`config.mk`:
```
export PLATFORM = sky130hd
export DESIGN_NAME = atm_ctrl_param
export DESIGN_NICKNAME = d
export VERILOG_FILES = /design/src/rtl/atm_ctrl_param.sv
export SDC_FILE = /design/constraint.sdc
export NUM_CORES = 1
export LEC_CHECK = 0
export ABC_CLOCK_PERIOD_IN_PS = 4500
export CAP_MARGIN = 20
export CORE_UTILIZATION = 60
export CTS_CLUSTER_SIZE = 28
export DETAILED_ROUTE_END_ITERATION = 10
export PLACE_DENSITY = 0.81
export SETUP_SLACK_MARGIN = 0.02
export SYNTH_ARGS = -nofsm -noshare
export SYNTH_HDL_FRONTEND = slang
export SYNTH_SLANG_ARGS = --single-unit
```
`constraint.sdc`:
```
create_clock -name clk -period 4.5 [get_ports clk]
set_clock_uncertainty 0.1 [all_clocks]
set_input_delay 0.9 -clock clk [delete_from_list [all_inputs] [get_ports clk]]
set_output_delay 0.9 -clock clk [all_outputs]
set_load 0.03 [all_outputs]
```
`src/rtl/atm_ctrl_param.sv`:
```
// atm_ctrl_param: ATM session controller.
//   Takes a card, checks the PIN (card retained after MAX_TRIES wrong PINs),
//   runs inquiry, deposit and withdraw against one registered balance, and caps
//   the total withdrawn per session at WD_LIMIT. An idle waiting state times out
//   after TIMEOUT cycles and ejects the card. Removing the card mid-session
//   aborts to EJECT.
// Ports:
//   clk, reset            rising-edge clock, synchronous active-high reset
//   card_in               level, card present
//   pin_valid / pin       PIN strobe and value
//   op_valid / op_code    operation strobe: 00 inquiry, 01 deposit, 10 withdraw, 11 eject
//   amt_valid / amount    amount strobe and value
//   another_op            sampled in DISPLAY, 1 returns to CHOOSE
//   balance               registered account balance
//   state                 current state encoding
//   err_code              0 none, 1 bad PIN, 2 funds, 3 limit, 4 overflow, 5 timeout, 6 zero amount
//   card_eject, done      one-cycle pulses (registered, asserted the cycle after EJECT/RETAIN)
//   card_retain           sticky until reset
module atm_ctrl_param #(
  parameter int               BAL_W     = 32,
  parameter int               PIN_W     = 4,
  parameter logic [BAL_W-1:0] INIT_BAL  = 32'h000F4240,
  parameter logic [PIN_W-1:0] PIN_CODE  = 4'b1010,
  parameter int               MAX_TRIES = 3,
  parameter logic [BAL_W-1:0] WD_LIMIT  = 32'd50000,
  parameter int               TIMEOUT   = 1000
) (
  input  logic             clk,
  input  logic             reset,
  input  logic             card_in,
  input  logic             pin_valid,
  input  logic [PIN_W-1:0] pin,
  input  logic             op_valid,
  input  logic [1:0]       op_code,
  input  logic             amt_valid,
  input  logic [BAL_W-1:0] amount,
  input  logic             another_op,
  output logic [BAL_W-1:0] balance,
  output logic [3:0]       state,
  output logic [2:0]       err_code,
  output logic             card_eject,
  output logic             card_retain,
  output logic             done
);

  localparam int             TW     = $clog2(TIMEOUT + 1);
  localparam logic [TW-1:0]  T_LAST = TW'(TIMEOUT - 1);
  localparam logic [2:0]     MAX_T  = 3'(MAX_TRIES);

  typedef enum logic [3:0] {
    S_IDLE     = 4'd0,
    S_PIN      = 4'd1,
    S_CHOOSE   = 4'd2,
    S_DEPOSIT  = 4'd3,
    S_WITHDRAW = 4'd4,
    S_CHECK    = 4'd5,
    S_UPDATE   = 4'd6,
    S_DISPLAY  = 4'd7,
    S_EJECT    = 4'd8,
    S_RETAIN   = 4'd9
  } state_t;

  state_t           st;
  logic [2:0]       tries;
  logic [BAL_W-1:0] sess_total;
  logic [BAL_W-1:0] amt_q;
  logic             is_wd;
  logic             armed;     // card_in seen low since the last eject
  logic [TW-1:0]    timer;

  logic             waiting;
  logic             strobe;
  logic             timed_out;
  logic             card_lost;
  logic [BAL_W:0]   dep_sum;
  logic [BAL_W:0]   wd_sum;

  assign state = st;

  // Only the strobe that belongs to the current state counts.
  always_comb begin
    strobe  = 1'b0;
    waiting = 1'b0;
    case (st)
      S_PIN:                begin strobe = pin_valid; waiting = 1'b1; end
      S_CHOOSE:             begin strobe = op_valid;  waiting = 1'b1; end
      S_DEPOSIT, S_WITHDRAW: begin strobe = amt_valid; waiting = 1'b1; end
      default:              ;
    endcase
  end

  assign timed_out = waiting && !strobe && (timer == T_LAST);
  assign card_lost = !card_in && (st != S_IDLE) && (st != S_EJECT) && (st != S_RETAIN);
  assign dep_sum   = {1'b0, balance} + {1'b0, amt_q};
  assign wd_sum    = {1'b0, sess_total} + {1'b0, amt_q};

  always_ff @(posedge clk) begin
    if (reset) begin
      st          <= S_IDLE;
      balance     <= INIT_BAL;
      err_code    <= 3'd0;
      card_eject  <= 1'b0;
      card_retain <= 1'b0;
      done        <= 1'b0;
      tries       <= 3'd0;
      sess_total  <= '0;
      amt_q       <= '0;
      is_wd       <= 1'b0;
      armed       <= 1'b1;
      timer       <= '0;
    end else begin
      card_eject <= 1'b0;
      done       <= 1'b0;

      // Every exit from a waiting state into another waiting state is caused
      // by a strobe, and non-waiting states hold the timer at zero, so this
      // one rule also covers "reset on state change".
      timer <= (waiting && !strobe) ? timer + 1'b1 : '0;

      if (st == S_EJECT) armed <= !card_in;
      else if (!card_in) armed <= 1'b1;

      if (card_lost) begin
        st <= S_EJECT;
      end else begin
        case (st)
          S_IDLE: begin
            if (card_in && armed && !card_retain) begin
              st         <= S_PIN;
              tries      <= 3'd0;
              sess_total <= '0;
              err_code   <= 3'd0;
            end
          end
          S_PIN: begin
            if (pin_valid) begin
              if (pin == PIN_CODE) begin
                st       <= S_CHOOSE;
                err_code <= 3'd0;
              end else begin
                tries    <= tries + 3'd1;
                err_code <= 3'd1;
                if (tries + 3'd1 == MAX_T) st <= S_RETAIN;
              end
            end else if (timed_out) begin
              st       <= S_EJECT;
              err_code <= 3'd5;
            end
          end
          S_CHOOSE: begin
            if (op_valid) begin
              case (op_code)
                2'b00:   st <= S_DISPLAY;
                2'b01:   st <= S_DEPOSIT;
                2'b10:   st <= S_WITHDRAW;
                default: st <= S_EJECT;
              endcase
            end else if (timed_out) begin
              st       <= S_EJECT;
              err_code <= 3'd5;
            end
          end
          S_DEPOSIT, S_WITHDRAW: begin
            if (amt_valid) begin
              amt_q <= amount;
              is_wd <= (st == S_WITHDRAW);
              if (amount == '0) begin
                err_code <= 3'd6;
                st       <= S_DISPLAY;
              end else begin
                st <= S_CHECK;
              end
            end else if (timed_out) begin
              st       <= S_EJECT;
              err_code <= 3'd5;
            end
          end
          S_CHECK: begin
            if (!is_wd) begin
              if (dep_sum[BAL_W]) begin
                err_code <= 3'd4;
                st       <= S_DISPLAY;
              end else begin
                st <= S_UPDATE;
              end
            end else if (amt_q > balance) begin
              err_code <= 3'd2;          // funds failure outranks the limit
              st       <= S_DISPLAY;
            end else if (wd_sum > {1'b0, WD_LIMIT}) begin
              err_code <= 3'd3;
              st       <= S_DISPLAY;
            end else begin
              st <= S_UPDATE;
            end
          end
          S_UPDATE: begin
            if (is_wd) begin
              balance    <= balance - amt_q;
              sess_total <= wd_sum[BAL_W-1:0];
            end else begin
              balance <= dep_sum[BAL_W-1:0];
            end
            err_code <= 3'd0;
            st       <= S_DISPLAY;
          end
          S_DISPLAY: st <= another_op ? S_CHOOSE : S_EJECT;
          S_EJECT: begin
            card_eject <= 1'b1;
            done       <= 1'b1;
            st         <= S_IDLE;
          end
          S_RETAIN: begin
            card_retain <= 1'b1;
            done        <= 1'b1;
            st          <= S_IDLE;
          end
          default: st <= S_IDLE;
        endcase
      end
    end
  end

endmodule

```
* Word level (Yosys, flattened, before mapping)
Index checks and enable logic that the tools add are counted.
** Operators by class
- $mul :: 0
- $add $sub $neg :: 5
- Shift-type cells :: 0
- Reductions and logical operators :: 30
- Divide/modulo/power cells :: 0
- Muxes and demuxes :: 41
- Equality and inequality tests :: 28
- Bitwise operators :: 2
- Order comparisons :: 2
** Operators with widths (number)
- two-way mux 32 bit :: 3
- adder 32 x 32 -> 33 bit :: 2
- case mux 32 bit (2 select lines) :: 1
- two-way mux 4 bit :: 10
- two-way mux 3 bit :: 12
- > comparator 33 x 16 -> 1 bit, second input constant :: 1
- > comparator 32 bit :: 1
- zero test 32 bit :: 1
- subtractor 32 bit :: 1
- case mux 4 bit (7 select lines) :: 1
- case mux 3 bit (6 select lines) :: 1
- == test 4 x 3 -> 1 bit, second input constant :: 4
- != test 4 bit, second input constant :: 4
- == test 4 bit, second input constant :: 3
- case mux 4 bit (3 select lines) :: 1
- adder 10 x 1 -> 10 bit, second input constant :: 1
- == test 10 bit, second input constant :: 1
- != test 2 bit, second input constant :: 5
- two-way mux 1 bit :: 9
- != test 3 bit, second input constant :: 3
- == test 4 x 2 -> 1 bit, second input constant :: 2
- AND reduction 2 bit :: 4
- OR reduction 2 bit :: 4
- logical AND 1 bit :: 7
- other kinds (22) :: 26
** Storage, ports and cells
- Latch bits :: 0
- Logic and storage cells :: 121
- Flip-flop bits (word level) :: 121
- Bits of input ports :: 45
- ROM bits :: 0
- Bits in writable memories :: 0
- Memories :: 0

* Depth between registers and ports, before layout
- Depth in word-level cells :: 10
- Gate-level depth with buffers :: 14
- Depth with buffers taken out :: 14

* Least setup slack after synthesis
OpenSTA, ideal clock, no wires.
- Path type :: reg-to-reg
- Start :: register balance[1]
- End :: register st[0], in the netlist state[0]
- Arrival time :: 3535 ps
- Stages on the path, launching flop included :: 13
- Buffers on the path :: 0
- Period minus slack after synthesis :: 3739 ps
- Setup slack :: 761 ps
- Library setup time :: 103 ps
- Path through :: dfxtp_1 -> inv_1 -> fa_1 -> o21ba_1 -> or4_1 -> a211o_1 -> a211oi_2 -> o311a_1 -> o31ai_1 -> nand2_1 -> o21ai_1 -> or4_1 -> a2111oi_2
** On the way
- Word-level cells in the longest chain between the ends :: 4
- Elaborated cells between the ends (all ways) :: 6
- Classes of those cells :: add/sub (1); order compare (1); mux (4)
** Ends and longest elaborated chain
- from (decl) :: RTL line 38 : output logic [BAL_W-1:0] balance,
- from (signal assigned) :: RTL line 198 : balance <= balance - amt_q;
- from (signal assigned) :: RTL line 201 : balance <= dep_sum[BAL_W-1:0];
- adder 32 x 32 -> 33 bit or > comparator 32 bit (tied branches) :: RTL line 94, 186
- two-way mux 1 bit, on equally long branches :: RTL line 180, 186
- two-way mux 4 bit (*) :: RTL line 179 : if (!is_wd) begin
- case mux 4 bit (7 select lines) (*) :: RTL line 126 : case (st)
- to (signal assigned) :: RTL line 206 : S_DISPLAY: st <= another_op ? S_CHOOSE : S_EJECT;
- to (decl) :: RTL line 63 : state_t st;
Every way passes the cells marked *; elsewhere a longest branch is shown, timed or not.
A chain may end at the register's enable or synchronous reset.

* Worst setup path after layout
- Start :: register amt_q[0]
- End :: register err_code[2]
** On the way
- Word-level cells in the longest chain between the ends :: 4
- Elaborated cells between the ends (all ways) :: 10
- Classes of those cells :: add/sub (2); order compare (2); eq/ne (2); mux (3); reduce/logical (1)
** Ends and longest elaborated chain
- from (decl) :: RTL line 66 : logic [BAL_W-1:0] amt_q;
- from (signal assigned) :: RTL line 165 : amt_q <= amount;
- adder 32 x 32 -> 33 bit or > comparator 32 bit (tied branches) :: RTL line 95, 186
- > comparator 33 x 16 -> 1 bit or two-way mux 3 bit (tied branches) :: RTL line 189, 186
- != test 4 bit (no source line) or two-way mux 3 bit (tied branches)
- AND reduction 7 bit (no source line) or case mux 3 bit (6 select lines) (tied branches)
- to (signal assigned) :: RTL line 101 : err_code <= 3'd0;
- to (signal assigned) :: RTL line 187 : err_code <= 3'd2;
- to (signal assigned) :: RTL line 190 : err_code <= 3'd3;
- to (decl) :: RTL line 40 : output logic [2:0] err_code,
Several ways; a longest one is shown, not always the timed one.

==> run metrics <==
Synth warnings 0; Top FF cell, synth dfxtp_1; Final ANT Viol Nets 0; die height 135 um; Area Overhead vs Synth 14.8%; post-CTS sizing 0; Rows 48; initial antenna violation count 1; Cell Int Power 2.05 mW; Initial Util 0.613; worst slew margin relative to its limit 0.362; final setup violation count 0; fmax 0.243 GHz; Die Wd 135 um; Distinct cells, synth 94; GPL Wtd Cong 1.01; share of the synthesized area in the top cell type 0.229; Worst EP required 4.74 ns; worst slew pin tran 0.957 ns; combinational share of power 0.125; Num Clock Sinks 121; Clock power frac 0.487; CTS tree built; Buffers on Ports 86; PwrDens 236 mW/mm^2; global route overflow 0; startpoint types register; IO Pins 87; register bit total from synthesis 121; post-CTS setup buffers 0; mapped cell area 0.0106 sq mm; Final WS setup 0.389 ns; Mapped Nets 1557; first-pass GRT wire length 50.2 mm; VDD IR-drop max 0.264 mV; number of remaining DRC errors 0; HPWL after detailed placement 23.0 mm; largest net degree at the start of global routing 88; share of post-route cells with drive strength above 1 0.0540; crit-path max FO 4; via count 10900; number of global-route vias before repair 9922; Die ar. 0.0182 sq mm; Hold-fix buffers, CTS 0; final WL 31.2 mm; GRT Util Overall 0.346; DRC violation total after the first TritonRoute iteration 1171; TritonRoute pass-1 iters 7; Synth area leaders dfxtp_1 23%, ha_1 12%, nor2_1 6.1%; clk_lat worst skew 0.43 ns; Via density 6.43; asr flop ratio synth 0; sw power 0.821 mW; commonest non-fill, non-tap cells in the layout 171 x nor2_1, 122 x a21oi_1, 121 x dfxtp_1; total core area 0.0173 sq mm; sequential power share 0.388; status finished clean; Seq/Total Area, Yosys 0.229; Pleak 4.76 nW; fin crit period 4.11 ns; largest area contributor in the netlist dfxtp_1; CTS Buffer Depth 2; Cell Count, Final, Fillers Out 1689; clock-pin slew on the worst setup and hold paths 0.06 ns; CTS Root Cell clkbuf_16; TritonCTS buffer count 17; RSZ-0062 raised after global routing false; Worst Hold Class reg -> reg; Setup CP Type reg -> reg; CTS H-tree lvls 4; Avg Synthesized Cell Area 7.52 sq um; critical path data arrival time 4.35 ns; drt wl/cell 18.5 um; Final period util 0.913; Fin Setup TNS 0 ns; leading cell type in the layout, fill and taps excluded nor2_1; Pins Over Slew Limit 0; max_cap viols 0; Hold Violations, Final 0; pre-CTS setup slack 0.482 ns; Post-synth EDFFs 0; switching share of power 0.286; Syn Inst Count 1410; # placed instances 1655; Crit. End Element register; nets 1597
## cell type report
type,count,area [sq um]
Clock buffer,20,447
Multi-Input combinational cell,1119,7530
Inverter,92,345
Timing Repair Buffer,99,988
Sequential cell,121,2420
Fill cell,1444,5130
Clock inverter,12,141
Tap cell,225,282
Antenna cell,1,2.50
## per-stage QoR
step / cell area, sq um / util / power, mW / hold slack (ns)
floorplan: 10600 / - / 1.35 / 0.318
global placement: 11500 / 0.667 / 1.49 / 0.334
detailed placement: 11500 / 0.667 / 1.49 / 0.345
CTS: 12100 / 0.701 / 2.88 / 0.355
global route: 12200 / 0.703 / 2.96 / 0.390
finish: 12200 / 0.703 / 2.87 / 0.354
## state kept, by name, indices dropped and copies added, names as in the netlist, 3 cells and up
name / cells
balance: 32
err_code: 3
sess_total: 32
amt_q: 32
tries: 3
state: 4
timer: 10
## synthesized netlist by cell type (all sizes together), types with 6 or more instances
cell type	count
a22oi	19
a21oi	123
a21boi	6
o21bai	13
buf	6
and4	6
o31ai	10
nor2	173
a221oi	6
o211ai	19
nor3	41
nor4	21
a211o	9
or4	7
a2111oi	7
mux2i	37
inv	92
xor2	9
a211oi	26
nand4	15
dfxtp	121
nand2b	21
nand3	33
or3	19
and3	15
o21a	15
nand2	96
clkbuf	72
o21ai	77
a31oi	7
and2	8
xnor2	41
ha	99
o311ai	6
a21o	34
nor2b	12
or2	8
## critical path, cell delays in order (launching register included)
cell	delay, ns
dfxtp_1	0.39
ha_1	0.25
fa_1	0.47
or3_1	0.38
a2111oi_0	0.39
nor4_1	0.10
o21ai_1	0.14
a2111oi_0	0.13
o311ai_0	0.48
nand4_1	0.25
nor4_4	0.42
nor3_1	0.09
a21o_1	0.17
a221oi_2	0.26
## logic make-up after synthesis
logic type                 after synthesis  share of synthesized area
and+or+nand+nor                        495                      0.230
AOI/OAI and AO/OA                      434                      0.280
buffers and inverters                  170                     0.0614
DFF                                    121                      0.229
adders and majority gates              102                      0.123
xor gates and xnor gates                50                     0.0413
muxes                                   38                     0.0360
## layer usage
layer,global-route usage,up-vias,share of wire
met5,0,-,0
met3,0.0683,78,0.088
met4,0.117,0,0.024
li1,-,5216,-
met2,0.546,519,0.45
met1,0.471,5044,0.43
## power groups by stage
| stage | Clock, mW | Combinational, mW | Sequential [mW] |
|---|---|---|---|
| final | 1.40 | 0.359 | 1.11 |
| after global placement | 0 | 0.349 | 1.14 |
| after floorplan | 0 | 0.204 | 1.14 |
| after CTS | 1.41 | 0.354 | 1.11 |
| after global routing | 1.46 | 0.386 | 1.12 |
| after detailed placement | 0 | 0.352 | 1.14 |
## path summary, 6_finish.rpt
kind | startpoint | to | slack [ns] | depth (start not counted)
hold reg to reg | timer[0]$_SDFF_PP0_ | timer[0]$_SDFF_PP0_ | 0.35 | 1
setup / recovery | amt_q[0]$_SDFFE_PP0P_ | err_code[2]$_SDFFE_PP0P_ | 0.39 | 13
hold / removal | timer[0]$_SDFF_PP0_ | timer[0]$_SDFF_PP0_ | 0.35 | 1
setup reg to reg | amt_q[0]$_SDFFE_PP0P_ | err_code[2]$_SDFFE_PP0P_ | 0.39 | 13
Note: power is estimated with default switching activity, not from simulation.
